### config.mk
export PLATFORM = sky130hd
export DESIGN_NAME = call_return_ctrl
export DESIGN_NICKNAME = d
export VERILOG_FILES = /design/src/rtl/call_ret_pkg.sv /design/src/rtl/call_ret_depth_tracker.sv /design/src/rtl/call_return_ctrl.sv
export SDC_FILE = /design/constraint.sdc
export NUM_CORES = 1
export LEC_CHECK = 0
export CAP_MARGIN = 10
export CORE_ASPECT_RATIO = 1.4
export CORE_MARGIN = 8
export CORE_UTILIZATION = 38
export DETAILED_ROUTE_END_ITERATION = 7
export PLACE_DENSITY = 0.77
export SLEW_MARGIN = 20
export SYNTH_ARGS = -nofsm -noshare
export SYNTH_HDL_FRONTEND = slang
export SYNTH_SLANG_ARGS = --single-unit
### constraint.sdc
create_clock -name clock -period 2 [get_ports clock]
set_input_delay 0.3 -clock clock [delete_from_list [all_inputs] [get_ports clock]]
set_output_delay 0.3 -clock clock [all_outputs]
set_load 0.03 [all_outputs]
### src/rtl/call_ret_pkg.sv
// Shared types and constants for the call/return sequencer and its depth tracker.
package call_ret_pkg;

  typedef enum logic [2:0] {
    S_IDLE  = 3'd0,
    S_PUSH  = 3'd1,
    S_POP   = 3'd2,
    S_REDIR = 3'd3,
    S_FAULT = 3'd4
  } state_e;

  localparam logic [1:0] FAULT_NONE     = 2'b00;
  localparam logic [1:0] FAULT_OVF      = 2'b01;
  localparam logic [1:0] FAULT_UNF      = 2'b10;
  localparam logic [1:0] FAULT_CONFLICT = 2'b11;

  localparam int unsigned RET_ADDR_INCR = 4;

endpackage

### src/rtl/call_ret_depth_tracker.sv
// Saturating shadow count of return-address stack occupancy (0..STACK_DEPTH).
module call_ret_depth_tracker #(
  parameter int STACK_DEPTH = 8
) (
  input  logic clock,
  input  logic reset,
  input  logic i_inc,
  input  logic i_dec,
  output logic o_full,
  output logic o_empty
);

  localparam int DEPTH_W = $clog2(STACK_DEPTH + 1);
  localparam logic [DEPTH_W-1:0] DEPTH_MAX = DEPTH_W'(STACK_DEPTH);

  logic [DEPTH_W-1:0] r_depth;

  always_ff @(posedge clock or posedge reset) begin
    if (reset) begin
      r_depth <= '0;
    end else if (i_inc && !i_dec && (r_depth != DEPTH_MAX)) begin
      r_depth <= r_depth + DEPTH_W'(1);
    end else if (i_dec && !i_inc && (r_depth != '0)) begin
      r_depth <= r_depth - DEPTH_W'(1);
    end
  end

  assign o_full  = (r_depth == DEPTH_MAX);
  assign o_empty = (r_depth == '0);

endmodule

### src/rtl/call_return_ctrl.sv
// Call/return sequencer: drives return-stack push/pop strobes and PC redirects.
// Define CALL_RET_DEPTH_CHECK_EN to fault on depth locally instead of trusting the stack's flag.
module call_return_ctrl
  import call_ret_pkg::*;
#(
  parameter int ADDR_WIDTH  = 32,
  parameter int STACK_DEPTH = 8
) (
  input  logic                  clock,
  input  logic                  reset,
  input  logic                  call_valid,
  input  logic                  ret_valid,
  input  logic [ADDR_WIDTH-1:0] call_target,
  input  logic [ADDR_WIDTH-1:0] pc_current,
  output logic                  busy,
  output logic                  redirect_valid,
  output logic [ADDR_WIDTH-1:0] redirect_pc,
  output logic                  push_en,
  output logic [ADDR_WIDTH-1:0] push_data,
  output logic                  pop_en,
  input  logic [ADDR_WIDTH-1:0] pop_data,
  input  logic                  stack_fault_in,
  output logic                  fault,
  output logic [1:0]            fault_code
);

  localparam logic [2:0] ST_IDLE  = S_IDLE;
  localparam logic [2:0] ST_PUSH  = S_PUSH;
  localparam logic [2:0] ST_POP   = S_POP;
  localparam logic [2:0] ST_REDIR = S_REDIR;
  localparam logic [2:0] ST_FAULT = S_FAULT;

  logic [2:0]            r_state;
  logic                  r_push_en;
  logic                  r_pop_en;
  logic                  r_call_redir;
  logic [ADDR_WIDTH-1:0] r_push_data;
  logic [ADDR_WIDTH-1:0] r_redirect_pc;
  logic                  r_fault;
  logic [1:0]            r_fault_code;

  logic                  w_call_blocked;
  logic                  w_ret_blocked;
  logic                  w_push_fault;
  logic                  w_redir_abort;
  logic [ADDR_WIDTH-1:0] w_ret_addr;

  assign w_ret_addr = pc_current + ADDR_WIDTH'(RET_ADDR_INCR);

`ifdef CALL_RET_DEPTH_CHECK_EN
  logic w_full;
  logic w_empty;
  logic w_unused_fault_in;

  call_ret_depth_tracker #(
    .STACK_DEPTH (STACK_DEPTH)
  ) u_depth (
    .clock   (clock),
    .reset   (reset),
    .i_inc   (r_push_en),
    .i_dec   (r_pop_en),
    .o_full  (w_full),
    .o_empty (w_empty)
  );

  assign w_call_blocked    = w_full;
  assign w_ret_blocked     = w_empty;
  assign w_push_fault      = 1'b0;
  assign w_redir_abort     = 1'b0;
  assign w_unused_fault_in = stack_fault_in;
`else
  logic                           r_after_push;
  logic [$clog2(STACK_DEPTH+1):0] w_unused_depth;

  // The stack's flag is registered, so it reflects a push one cycle after push_en.
  always_ff @(posedge clock or posedge reset) begin
    if (reset) r_after_push <= 1'b0;
    else       r_after_push <= (r_state == ST_PUSH);
  end

  assign w_call_blocked = 1'b0;
  assign w_ret_blocked  = 1'b0;
  assign w_push_fault   = r_after_push & stack_fault_in;
  assign w_redir_abort  = stack_fault_in;
  assign w_unused_depth = '0;
`endif

  always_ff @(posedge clock or posedge reset) begin
    if (reset) begin
      r_state       <= ST_IDLE;
      r_push_en     <= 1'b0;
      r_pop_en      <= 1'b0;
      r_call_redir  <= 1'b0;
      r_push_data   <= '0;
      r_redirect_pc <= '0;
      r_fault       <= 1'b0;
      r_fault_code  <= FAULT_NONE;
    end else begin
      // NOTE: non-blocking throughout so every branch sees pre-edge state; strobes default low.
      r_push_en    <= 1'b0;
      r_pop_en     <= 1'b0;
      r_call_redir <= 1'b0;
      if (w_push_fault) begin
        r_state      <= ST_FAULT;
        r_fault      <= 1'b1;
        r_fault_code <= FAULT_OVF;
      end else begin
        case (r_state)
          ST_IDLE: begin
            if (call_valid && ret_valid) begin
              r_state      <= ST_FAULT;
              r_fault      <= 1'b1;
              r_fault_code <= FAULT_CONFLICT;
            end else if (call_valid && w_call_blocked) begin
              r_state      <= ST_FAULT;
              r_fault      <= 1'b1;
              r_fault_code <= FAULT_OVF;
            end else if (call_valid) begin
              r_state       <= ST_PUSH;
              r_push_en     <= 1'b1;
              r_call_redir  <= 1'b1;
              r_push_data   <= w_ret_addr;
              r_redirect_pc <= call_target;
            end else if (ret_valid && w_ret_blocked) begin
              r_state      <= ST_FAULT;
              r_fault      <= 1'b1;
              r_fault_code <= FAULT_UNF;
            end else if (ret_valid) begin
              r_state  <= ST_POP;
              r_pop_en <= 1'b1;
            end
          end
          ST_PUSH: r_state <= ST_IDLE;
          ST_POP:  r_state <= ST_REDIR;
          ST_REDIR: begin
            if (w_redir_abort) begin
              r_state      <= ST_FAULT;
              r_fault      <= 1'b1;
              r_fault_code <= FAULT_UNF;
            end else begin
              r_state <= ST_IDLE;
            end
          end
          ST_FAULT: r_state <= ST_FAULT;
          default:  r_state <= ST_IDLE;
        endcase
      end
    end
  end

  // pop_data is already registered inside the stack, so REDIR forwards it directly.
  assign busy           = (r_state != ST_IDLE);
  assign redirect_valid = r_call_redir | ((r_state == ST_REDIR) & ~w_redir_abort);
  assign redirect_pc    = (r_state == ST_REDIR) ? pop_data : r_redirect_pc;
  assign push_en        = r_push_en;
  assign push_data      = r_push_data;
  assign pop_en         = r_pop_en;
  assign fault          = r_fault;
  assign fault_code     = r_fault_code;

endmodule

## Yosys cells after proc, flatten, opt, wreduce, memory -nomap -nowiden

Cells that the tools add are included.

- Bitwise gates (word level): 6
- Multiplexer cells: 24
- Add/sub/neg operators: 1
- Eq/ne operators: 7
- Reductions and logical operators: 6

Operator list:

| operator | count |
|---|---|
| $add 32x3->32 const B | 1 |
| $mux 32 | 1 |
| $mux 3 | 5 |
| $mux 1 | 12 |
| $pmux 3 s4 | 1 |
| $eq 3x2->1 const B | 2 |
| $mux 2 | 3 |
| $ne 3x3->1 const B | 2 |
| $reduce_bool 3->1 | 2 |
| $ne 5x5->1 const B | 1 |
| $pmux 2 s2 | 1 |
| $reduce_and 4->1 | 1 |
| $eq 3x1->1 const B | 1 |
| $eq 3x3->1 const B | 1 |
| $logic_not 3->1 | 1 |
| $not 1->1 | 3 |
| $reduce_and 3->1 | 1 |
| $and 1x1->1 | 2 |
| $pmux 1 s2 | 1 |
| $logic_and 1x1->1 | 1 |
| $or 1x1->1 | 1 |

- Register bits: 73
- Input port bits: 101

## Depth between registers and ports, before layout

- Depth in word-level cells: 5
- Depth in mapped cells: 7

## Least setup slack after synthesis

OpenSTA, ideal clock, no wires.

- Kind: register -> output
- Start: register r_state[2]
- End: output port redirect_pc[10]
- Arrival: 1.541 ns
- Stages on the path, launching flop included: 5
- Required time: 1.700 ns
- Slack: 0.159 ns
- Cells stage by stage: dfrtp_1 and3b_1 clkbuf_1 buf_2 mux2_2

- Word-level cells in the longest chain between the ends: 2

Ends and longest elaborated chain:

| what | RTL line | source |
|---|---|---|
| start: declaration | call_return_ctrl.sv:33 | `logic [2:0] r_state;` |
| start signal: assignment | call_return_ctrl.sv:90 | `r_state <= ST_IDLE;` |
| start signal: assignment | call_return_ctrl.sv:104 | `r_state <= ST_FAULT;` |
| start signal: assignment | call_return_ctrl.sv:111 | `r_state <= ST_FAULT;` |
| $eq 3x2->1 | call_return_ctrl.sv:154 | `assign redirect_pc = (r_state == ST_REDIR) ? pop_data : r_redirect_pc;` |
| $mux 32 | call_return_ctrl.sv:154 |  |
| end: declaration | call_return_ctrl.sv:17 | `output logic [ADDR_WIDTH-1:0] redirect_pc,` |

No other way between the ends.

## Final worst setup path

- Start: register r_state[2]
- End: output port redirect_pc[11]

Same word-level chain as after synthesis.

==> impl_metrics.csv <==
group,metric,value,unit
place,placedInstanceArea,5876,µm²
global_routing,grt_antenna_before_repair,0,
route,routed-wl-met2,6041,µm
pwr,leakagePower,2.790,nW
floorplanning,die-height,133.5,µm
place,io_buffers,171,
route,top_layer,"met4",
pwr,powerDensity,1466,nW/µm²
critical_path,crit_slowest_cell,"dfrtp_1",
logic_synthesis,post_synth.cell_area_avg,11.68,µm²
status,outcome,"finished with violations",
critical_path,cp.arrival,1.77,ns
place,place_congestion,0.7970,
cells_and_area,fillCellCount,777,
route,route.met3.wl,844,µm
route,remaining_drc_errors,0,
route,ant_nets,0,
critical_path,start_kind,"flop",
clock_network,cts_tree,"built",
timing,drv_slew,0,
status,violations,"setup timing",
global_routing,grt_start_max_net_pins,74,
clock_network,cts_sinks,73,
floorplanning,core-area,9738,µm²
clock_network,cts_hold_buf,0,
critical_path,path_common_cell,"buf_6",
global_routing,grt_pass1_vias,3519,
critical_path,path_cells,"and3b_2 -> buf_12 -> buf_6 -> mux2_4 -> buf_6",
place,hpwl,8817,µm
route,vias,3229,
critical_path,reg2reg_depth,7,
global_routing,grt_pass1_wl,17960,µm
logic_synthesis,synth_area,3750,µm²
clock_network,clock_latency,0.33,ns
logic_synthesis,synthDistinctLibCells,36,
clock_network,cts_buffers,9,
cells_and_area,layout-drive-gt1-share,30.60,%
floorplanning,row_count,43,
floorplanning,die_area,13350,µm²
logic_synthesis,synth_fp_nets,423,
route,wire_per_inst,17.16,µm
route,first_iter_violations,47,
logic_synthesis,synth-warning-count,0,
timing,fin_crit,2.068,ns
clock_network,root_buffer,"clkbuf_16",
logic_synthesis,yosysSeqAreaShare,48.72,%
timing,finalCritPeriodShare,103.4,%
critical_path,cp_top_family,"flip-flops",
route,wirelength,11520,µm
cells_and_area,insertedDiodeCount,0,
route,dr.pass1.iters,4,
timing,fmax,483.6,MHz
cells_and_area,register_area,1827,µm²
logic_synthesis,ys_ff_latch,73,
timing,rsz0062_at_grt,"true",
critical_path,worst-setup-path-type,"reg2out",
timing,setup_viol,5,
clock_network,clk_pin_slew,0.06,ns
route,avgViaCountPerCell,4.812,
timing,tightest_slew,0.4031,ns
timing,slew_headroom,73.13,%
critical_path,crit_fanout,7,
critical_path,rr_startpoint,"r_state[1]",
route,m1WireLength,4350,µm
critical_path,worst-path-buf-inv,3,
global_routing,grt.total_usage,17.08,%
timing,finalHoldWorstSlack,0.4299,ns
critical_path,rr_endpoint,"push_data[18]",
logic_synthesis,async_flop_share,100.0,%
flow_run,cap_violations,0,
floorplanning,die_x,99.96,µm
cells_and_area,layout.nets,633,
floorplanning,ios,172,
min_path,hp-class,"in2async",
logic_synthesis,synth-edff-count,0,
critical_path,required,1.70,ns
timing,clock_skew,0.004926,ns
timing,hold_viol_final,0,
cells_and_area,multi_input_area,1856,µm²
critical_path,r2r_slack,0.18,ns
critical_path,crit_path_end_kind,"primary output",
logic_synthesis,netlist_instances,321,
critical_path,slowest_delay,0.40,ns
cells_and_area,final_area,6197,µm²
clock_network,clock_path_buffers,2,
global_routing,grt-ovfl-total,0,
cells_and_area,area_delta_synth_final,65.27,%
floorplanning,initial_utilization,38.51,%
clock_network,h-tree-depth,3,
pwr,peakVddDrop,0.0006132,V
timing,setup_slack,-0.06776,ns
logic_synthesis,synth_flop_cell,"dfrtp_1",
area by class of cell:
cell class,count,share of cell area (%)
sequential,73,29.48
multi-input combinational,228,29.94
clock buffer,13,4.199
clock inverter,3,0.2423
tap,135,2.726
timing repair buffer,212,32.93
inverter,7,0.4846
layer usage:
metal / up-vias / GRT usage [%]
met1: 1553 / 18.19
li1: 1544 / -
met2: 114 / 30.42
met5: - / 0
met3: 18 / 4.334
met4: 0 / 8.024
where the power goes:
group	switching, mW	internal, mW	total (mW)
clock network	0.575	0.901	1.48
registers	0.397	2.17	2.57
logic	2.60	2.44	5.04
total	3.57	5.52	9.08
flip-flops by register name (all words and copies together) (netlist names):
name / count
r_redirect_pc: 32
fault_code: 2
push_data: 32
fault: 1
r_state: 3
r_call_redir: 1
pop_en: 1
r_after_push: 1
cell usage in the layout, fill, tap and decap left out, drive strengths merged, types with 4 or more instances in the layout:
| cell type | count |
|---|---|
| nor2 | 11 |
| clkbuf | 15 |
| xnor2 | 11 |
| inv | 6 |
| nor4 | 4 |
| clkdlybuf4s50 | 137 |
| nand4 | 10 |
| dfrtp | 73 |
| o21ai | 31 |
| xor2 | 17 |
| nand3 | 14 |
| nand2 | 39 |
| mux2 | 67 |
| buf | 73 |
worst max-delay path by stage:
stage	from	endpoint	slack, ns	cells after the start
after floorplan	r_state[2]	redirect_pc[10]	0.16	4
after global placement	r_state[2]	redirect_pc[2]	-0.05	4
after detailed placement	r_state[2]	redirect_pc[1]	-0.13	4
after CTS	r_state[2]	redirect_pc[1]	-0.12	4
after global routing	r_state[2]	redirect_pc[11]	-0.11	5
final	r_state[2]	redirect_pc[11]	-0.07	5
through the flow:
step	worst slack, ns	cells	TNS (ns)	utilization [%]	power, mW
2_1_floorplan	0.1586	321	0	-	5.526
3_3_place_gp	-0.05025	651	-0.6555	60.34	7.517
3_5_place_dp	-0.1334	651	-1.476	60.34	7.644
4_1_cts	-0.1242	669	-0.3441	62.41	8.972
5_1_grt	-0.1147	671	-0.9343	63.64	9.572
6_report	-0.06776	671	-0.2366	63.64	9.085
cell usage after synthesis (2+ instances only):
library cell	instances	area share (%)
nand3_1	14	1.9
nor4_1	3	0.50
o21ai_0	30	4.0
o21a_1	2	0.40
and2_1	3	0.50
nor2b_1	2	0.33
clkbuf_1	7	0.70
nand4_1	10	1.7
buf_2	2	0.27
and3_1	3	0.50
nor2_1	10	1.0
dfrtp_1	73	49
xnor2_1	11	2.6
mux2_4	30	12
inv_1	7	0.70
nor3_1	2	0.27
mux2_2	37	11
buf_6	4	1.2
xor2_1	17	4.0
nand2_1	38	3.8
worst min-delay path, stage by stage:
cell and delay, ns:
clkdlybuf4s50_1 0.44, clkinvlp_4 0.10, buf_12 0.33
cell families after synthesis:
kind of cell / count (synthesis) / synth area share [%]
compound gates: 37 / 5.338
xor+xnor: 28 / 6.540
fa+ha+maj: 1 / 0.3336
buf+inv: 20 / 2.870
flops: 73 / 48.72
mux: 67 / 23.12
simple gates: 95 / 13.08
what timing repair did:
item,CTS,global route
cloned,0,1
setup buffers,2,1
pin swaps,0,0
gates resized for setup,128,43
setup endpoints to repair,25,15
Power figures use the tool's default switching activity.
